===== src/rtl/cd_serial.sv =====
// Byte-wide NRZ serial transmitter: start bit, 8 data bits LSB first, optional odd parity, stop.
// Define CD_PARITY_EN to build the parity bit into the frame (11 bits instead of 10).
module cd_serial #(
    parameter int unsigned BIT_DIV = 4
) (
    input  logic       clk,
    input  logic       rst,
    input  logic [7:0] d,
    input  logic       d_rdy,
    output logic       busy,
    output logic       tx,
    output logic       done
);

    localparam int unsigned DivW = $clog2(BIT_DIV);
    localparam logic [DivW-1:0] DivLast = DivW'(BIT_DIV - 1);

`ifdef CD_PARITY_EN
    typedef enum logic [2:0] {StIdle, StStart, StData, StParity, StStop} state_e;
`else
    typedef enum logic [1:0] {StIdle, StStart, StData, StStop} state_e;
`endif

    state_e          state;
    logic [DivW-1:0] div_cnt;
    logic [2:0]      bit_idx;
    logic [7:0]      shreg;
    logic [2:0]      bit_nxt;

    assign bit_nxt = bit_idx + 3'd1;

    always_ff @(posedge clk or posedge rst) begin
        if (rst) begin
            state   <= StIdle;
            div_cnt <= '0;
            bit_idx <= '0;
            shreg   <= '0;
            busy    <= 1'b0;
            tx      <= 1'b1;
            done    <= 1'b0;
        end else begin
            done <= 1'b0;
            if (state == StIdle) begin
                if (d_rdy) begin
                    shreg   <= d;
                    busy    <= 1'b1;
                    tx      <= 1'b0;
                    div_cnt <= '0;
                    state   <= StStart;
                end
            end else if (div_cnt != DivLast) begin
                div_cnt <= div_cnt + DivW'(1);
            end else begin
                // Bit boundary: reload the divider and present the next bit.
                div_cnt <= '0;
                case (state)
                    StStart: begin
                        state   <= StData;
                        bit_idx <= 3'd0;
                        tx      <= shreg[0];
                    end
                    StData: begin
                        if (bit_idx == 3'd7) begin
`ifdef CD_PARITY_EN
                            state <= StParity;
                            tx    <= ~^shreg;
`else
                            state <= StStop;
                            tx    <= 1'b1;
`endif
                        end else begin
                            bit_idx <= bit_nxt;
                            tx      <= shreg[bit_nxt];
                        end
                    end
`ifdef CD_PARITY_EN
                    StParity: begin
                        state <= StStop;
                        tx    <= 1'b1;
                    end
`endif
                    StStop: begin
                        state <= StIdle;
                        busy  <= 1'b0;
                        done  <= 1'b1;
                    end
                    default: state <= StIdle;
                endcase
            end
        end
    end

endmodule


===== config.mk =====
export PLATFORM = sky130hd
export DESIGN_NAME = cd_serial
export DESIGN_NICKNAME = d
export VERILOG_FILES = /design/src/rtl/cd_serial.sv
export SDC_FILE = /design/constraint.sdc
export NUM_CORES = 1
export LEC_CHECK = 0
export ABC_AREA = 1
export CORE_MARGIN = 10
export CORE_UTILIZATION = 50
export DETAILED_ROUTE_END_ITERATION = 8
export GPL_ROUTABILITY_DRIVEN = 0
export HOLD_SLACK_MARGIN = 0.15
export PLACE_DENSITY = 0.79
export SYNTH_ARGS = -nofsm -noshare
export SYNTH_HDL_FRONTEND = slang
export SYNTH_SLANG_ARGS = --single-unit

===== constraint.sdc =====
create_clock -name clk -period 2.55 [get_ports clk]
set_clock_uncertainty 0.15 [all_clocks]
set_input_delay 0.765 -clock clk [delete_from_list [all_inputs] [get_ports clk]]
set_output_delay 0.765 -clock clk [all_outputs]
set_load 0.01 [all_outputs]

==> results.tsv, run 1 <==
stage	metric	value	unit
flow_run	cap_viol_max_count	0	
worst_setup_path	crit_path_max_fanout	2	
synth	synth_edf_count	0	
route	viasPerCell	5.10	
die	die_area	4020	sq um
cells_and_area	syn2layout_area_growth	18.7	%
cells_and_area	final_nets	130	
route	final_antenna_net_count	0	
worst_setup_path	required	1.64	ns
worst_setup_path	cp-start-kind	register	
grt	grt_max_degree	19	
sta	worst_slew_pin_slew	0.649	ns
clocking	ctsResizeCount	0	
power_and_ir_drop	powerDensity	1090	nW/um^2
power_and_ir_drop	peakVddDrop	543	uV
power_and_ir_drop	switching_share	0.384	
clocking	root_buffer	clkbuf_4	
sta	max_freq	438	MHz
sta	slew_headroom	0.567	
power_and_ir_drop	power_frac_clock	0.120	
synth	ys_types	19	
synth	yosys_register_bits	18	
route	drc	0	
place	hpwl	1.34	mm
power_and_ir_drop	seq_power_share	0.416	
place	port_buffers	13	
grt	grt.total_usage	0.0960	
sta	finalMaxSlewViolations	0	
synth	synth_most_common_cell	dfrtp_1	
synth	yosysTopAreaCell	dfrtp_1	
grt	antenna_found_initial	0	
clocking	cts-hold-fix-buffers	0	
clocking	clockBufferDepth	2	
power_and_ir_drop	leakage	0.539	nW
grt	grt_pass1_vias	695	
worst_setup_path	cp.arrival	1.37	ns
sta	period_share	0.895	
sta	rsz0062_at_grt	false	
route	first_pass_iters	4	
clocking	clock-sinks	18	
sta	final.min_clock_period	2.28	ns
power_and_ir_drop	p_int	749	uW
synth	async_flop_share	1.00	
worst_setup_path	cp_slowest_stage_delay	0.55	ns
die	die_y	63.4	um
sta	setup_violations	0	
clocking	cts_tree	done	
worst_setup_path	path_cells	clkdlybuf4s50_1	
synth	synth.avg_cell_area	10.0	sq um
cells_and_area	drive_gt1_frac	0.145	
worst_setup_path	path_class	reg -> out	
synth	ys_warn_count	0	
worst_hold_path	hold_class	reg -> reg	
clocking	cts.clk_slew.worst_paths	0.09	ns
synth	yosys-top-cells-area	dfrtp_1 (45%), mux2_4 (11%), ha_1 (11%)	
worst_setup_path	cp_slowest_cell	dfstp_2	
die	dieWidth	63.4	um
synth	syn_area	941	sq um
grt	grt_overflow_total	0	
synth	synth_nets	113	
route	post_drt_wl_per_cell	12.5	um
synth	yosys-top-cells-count	dfrtp_1 (17), nand2_1 (15), inv_1 (11)	
power_and_ir_drop	p_sw	468	uW
synth	synth_top_area_frac	0.452	
die	initial_core_util	0.533	
route	vias	689	
worst_setup_path	crit_family	flip-flops	
worst_setup_path	ff2ff_setup_slack	0.84	ns
synth	synthCells	94	
grt	grt_pass1_wl	3.15	mm
worst_setup_path	end_kind	output port	
die	pin_count	14	
die	rows	15	
route	drt-total-wl	1.68	mm
sta	hold_slack	0.345	ns
cells_and_area	antennaDiodeCount	0	
cells_and_area	fillers	162	
synth	synth-seq-area-share	0.480	
clocking	numCtsBuffers	3	
synth	synth-main-ff-cell	dfrtp_1	
sta	hold_viol_final	0	
clocking	cts_max_level	1	
status	outcome	finished clean	
sta	fin_tns_setup	0	ns
power_and_ir_drop	combPwrFrac	0.464	
clocking	clk_latency	0.29	ns
route	drt-initial-drc-count	12	
worst_setup_path	cp_num_buf_inv	1	
die	core-area	1760	sq um
clocking	post_cts.repair.setup_buffers	0	
[state kept, by name, summed over array words and instances, names as in the netlist]
register	cells
tx	1
state	2
done	1
div_cnt	2
shreg	8
busy	1
bit_idx	3
[cell usage in the layout (no fill, tap or decap)]
cell,n
nand2_2,1
inv_2,1
clkdlybuf4s50_1,13
or2_2,1
dfrtp_1,17
a21oi_1,5
nor3_1,1
ha_1,8
nand3_1,7
mux2_4,7
nand2_1,15
clkbuf_1,1
clkbuf_4,3
o21ai_0,10
inv_1,11
o21ai_1,2
nor2_1,3
dfstp_2,1
o21ai_2,1
a211oi_1,1
nor2_2,1
[per-stage QoR]
| stage | cells | cell area [sq um] | utilization | total power [mW] | worst slack [ns] |
|---|---|---|---|---|---|
| after detailed placement | 131 | 1090 | 0.618 | 1.07 | 0.422 |
| after global routing | 135 | 1120 | 0.633 | 1.35 | 0.218 |
| after CTS | 135 | 1120 | 0.633 | 1.23 | 0.248 |
| after floorplan | 94 | 941 | - | 0.939 | 1.01 |
| final | 135 | 1120 | 0.633 | 1.22 | 0.269 |
| after global placement | 131 | 1090 | 0.618 | 1.05 | 0.433 |
[routing by layer]
| metal | vias up | track usage | share of wire |
|---|---|---|---|
| met4 | 0 | 0.0574 | 0.018 |
| met3 | 4 | 0.0318 | 0.052 |
| met5 | - | 0 | 0 |
| li1 | 345 | - | - |
| met2 | 19 | 0.144 | 0.46 |
| met1 | 321 | 0.115 | 0.47 |
[kinds of logic (layout without fill, tap and decap cells)]
group,count (synthesis),count (layout),synth area share
multiplexers,7,7,0.112
flip-flops,18,18,0.480
AO/OA/AOI/OAI,19,19,0.108
buffers and inverters,13,29,0.0598
AND/OR/NAND/NOR,29,29,0.134
adder cells (fa/ha/maj),8,8,0.106
[worst paths after layout]
path	startpoint	endpoint	cells after the start
max in group asynchronous	rst	div_cnt[1]	2
worst min-delay path	div_cnt[0]	div_cnt[0]	1
min in group asynchronous	rst	shreg[6]	2
worst max register to register	state[0]	shreg[2]	4
worst min register to register	div_cnt[0]	div_cnt[0]	1
worst max-delay path	tx	tx	1
[area by class of cell]
cell class | instances | area (sq um) | share of cell area
well taps | 25 | 31.3 | 0.0280
inverters | 12 | 45.0 | 0.0403
flip-flops and latches | 18 | 452 | 0.404
multi-input cells | 63 | 433 | 0.387
clock buffers | 4 | 26.3 | 0.0235
repair buffers | 13 | 130 | 0.116
[power by group through the flow]
| stage | clock [mW] | combinational (mW) | sequential [mW] |
|---|---|---|---|
| 5_1_grt | 0.170 | 0.653 | 0.525 |
| 3_5_place_dp | 0 | 0.562 | 0.512 |
| 4_1_cts | 0.155 | 0.566 | 0.507 |
| 3_3_place_gp | 0 | 0.547 | 0.503 |
| 2_1_floorplan | 0 | 0.450 | 0.489 |
| 6_report | 0.146 | 0.564 | 0.506 |
Note: power is estimated with default switching activity, not from simulation.
==> inputs of run 2 (changes only) <==
- SETUP_SLACK_MARGIN: not set -> 0.05
==> results of run 2 <==
No change in the layout: final DEF, timing and power equal those of run 1.
==> inputs of run 3 (changes only) <==
- CORE_MARGIN: 10 -> 2
==> results.tsv, run 3 (synthesis results as in run 1) <==
stage	metric	value	unit	change
worst_setup_path	crit_path_max_fanout	2		unchanged
route	final_antenna_net_count	0		unchanged
die	initial_core_util	0.539		+0.00573
grt	grt_pass1_wl	2.53	mm	-20%
sta	hold_viol_final	0		unchanged
worst_setup_path	cp_slowest_stage_delay	0.54	ns	about the same
cells_and_area	final_common_cell	dfrtp_1		
route	drt-initial-drc-count	1		-11
cells_and_area	regMostFlops	shreg		
worst_setup_path	end_kind	output port		
grt	grt_overflow_total	0		unchanged
die	dieWidth	47.4	um	-25%
grt	grt.total_usage	0.163		+0.0672
cells_and_area	final_nets	130		unchanged
clocking	clock-sinks	18		unchanged
route	viasPerCell	5.01		-1.7%
sta	finalMaxSlewViolations	0		unchanged
route	drc	0		unchanged
sta	period_share	0.887		-0.00723
flow_run	cap_viol_max_count	0		unchanged
die	rows	15		unchanged
grt	grt_pass1_vias	609		-12%
worst_setup_path	crit_family	flip-flops		
power_and_ir_drop	leakage	0.539	nW	unchanged
clocking	ctsResizeCount	0		unchanged
cells_and_area	final_cell_mix	dfrtp_1 (17), nand2_1 (15), clkdlybuf4s50_1 (13)		
power_and_ir_drop	finalPower	1.22	mW	-0.10%
worst_setup_path	required	1.64	ns	about the same
route	post_drt_wl_per_cell	11.4	um	-8.7%
sta	final.min_clock_period	2.26	ns	-0.0184 ns
worst_hold_path	hold_class	reg -> reg		
worst_setup_path	cp-start-kind	register		
route	met1_length	775	um	-2.1%
place	pre_cts_slack	0.397	ns	-0.0251 ns
route	vias	677		-1.7%
place	place_area	1090	sq um	unchanged
clocking	cts.clk_slew.worst_paths	0.09	ns	about the same
die	die_area	2240	sq um	-44%
grt	grt_max_degree	19		unchanged
sta	worst_slack	0.287	ns	+0.0184 ns
die	die_y	47.4	um	-25%
sta	max_freq	442	MHz	+0.81%
cells_and_area	instances_no_fill	135		unchanged
cells_and_area	drive_gt1_frac	0.145		unchanged
cells_and_area	reg_top3	shreg (8), bit_idx (3)		
route	wl_met2	676	um	-12%
route	first_pass_iters	4		unchanged
grt	antenna_found_initial	0		unchanged
sta	fin_tns_setup	0	ns	unchanged
sta	setup_violations	0		unchanged
worst_setup_path	cp_num_buf_inv	1		unchanged
clocking	clockBufferDepth	2		unchanged
die	pin_count	14		unchanged
worst_setup_path	path_cells	clkdlybuf4s50_1		
clocking	cts-hold-fix-buffers	0		unchanged
clocking	root_buffer	clkbuf_4		
cells_and_area	fillers	139		-14%
cells_and_area	design_area	1120	sq um	unchanged
clocking	post_cts.repair.setup_buffers	0		unchanged
route	drt-total-wl	1.54	mm	-8.7%
worst_setup_path	path_class	reg -> out		
sta	hold_slack	0.336	ns	-0.00871 ns
cells_and_area	largest_reg_flops	8		unchanged
clocking	clk_latency	0.29	ns	about the same
route	top_layer	met4		
power_and_ir_drop	powerDensity	1090	nW/um^2	-0.10%
place	port_buffers	13		unchanged
route	wl_met3	53	um	-39%
cells_and_area	antennaDiodeCount	0		unchanged
worst_setup_path	cp.arrival	1.35	ns	-0.02 ns
sta	worst_slew_pin_slew	0.655	ns	+0.00544 ns
die	core-area	1750	sq um	-1.1%
place	hpwl	1.17	mm	-13%
cells_and_area	syn2layout_area_growth	18.7	%	unchanged
place	dpl.cell_count	131		unchanged
status	outcome	finished clean		
clocking	numCtsBuffers	3		unchanged
cells_and_area	utilization	0.640		+0.00681
power_and_ir_drop	peakVddDrop	573	uV	+5.6%
clocking	cts_max_level	1		unchanged
clocking	cts_tree	done		
sta	rsz0062_at_grt	false		
sta	slew_headroom	0.563		-0.00363
worst_setup_path	cp_slowest_cell	dfstp_2		
run 3: cell counts in the layout (fill, tap and decap cells not counted):
No cell type changed its count.
run 3: worst paths after layout:
kind	start	end	slack, ns	depth (start not counted)
worst max-delay path	tx	tx	0.29	1
min in group asynchronous	rst	shreg[6]	0.70	2
worst min register to register	div_cnt[0]	div_cnt[0]	0.34	1
worst min-delay path	div_cnt[0]	div_cnt[0]	0.34	1
worst max register to register	bit_idx[0]	state[0]	0.85	6
max in group asynchronous	rst	done	1.12	2
run 3: metal layers:
| layer | vias to the layer above | global-route usage |
|---|---|---|
| li1 | 343 | - |
| met1 | 319 | 0.225 |
| met2 | 11 | 0.238 |
| met3 | 4 | 0.0269 |
| met4 | 0 | 0.100 |
| met5 | - | 0 |
run 3: layout make-up:
type,instances,area [sq um],area share
Timing Repair Buffer,13,130,0.116
Tap cell,25,31.3,0.0280
Multi-Input combinational cell,63,433,0.387
Clock buffer,4,26.3,0.0235
Inverter,12,45.0,0.0403
Sequential cell,18,452,0.404
run 3: report_power, final:
group	internal [mW]	switching [mW]	total, mW
Sequential	0.415	0.0894	0.504
Clock	0.0608	0.0840	0.145
Combinational	0.274	0.293	0.567
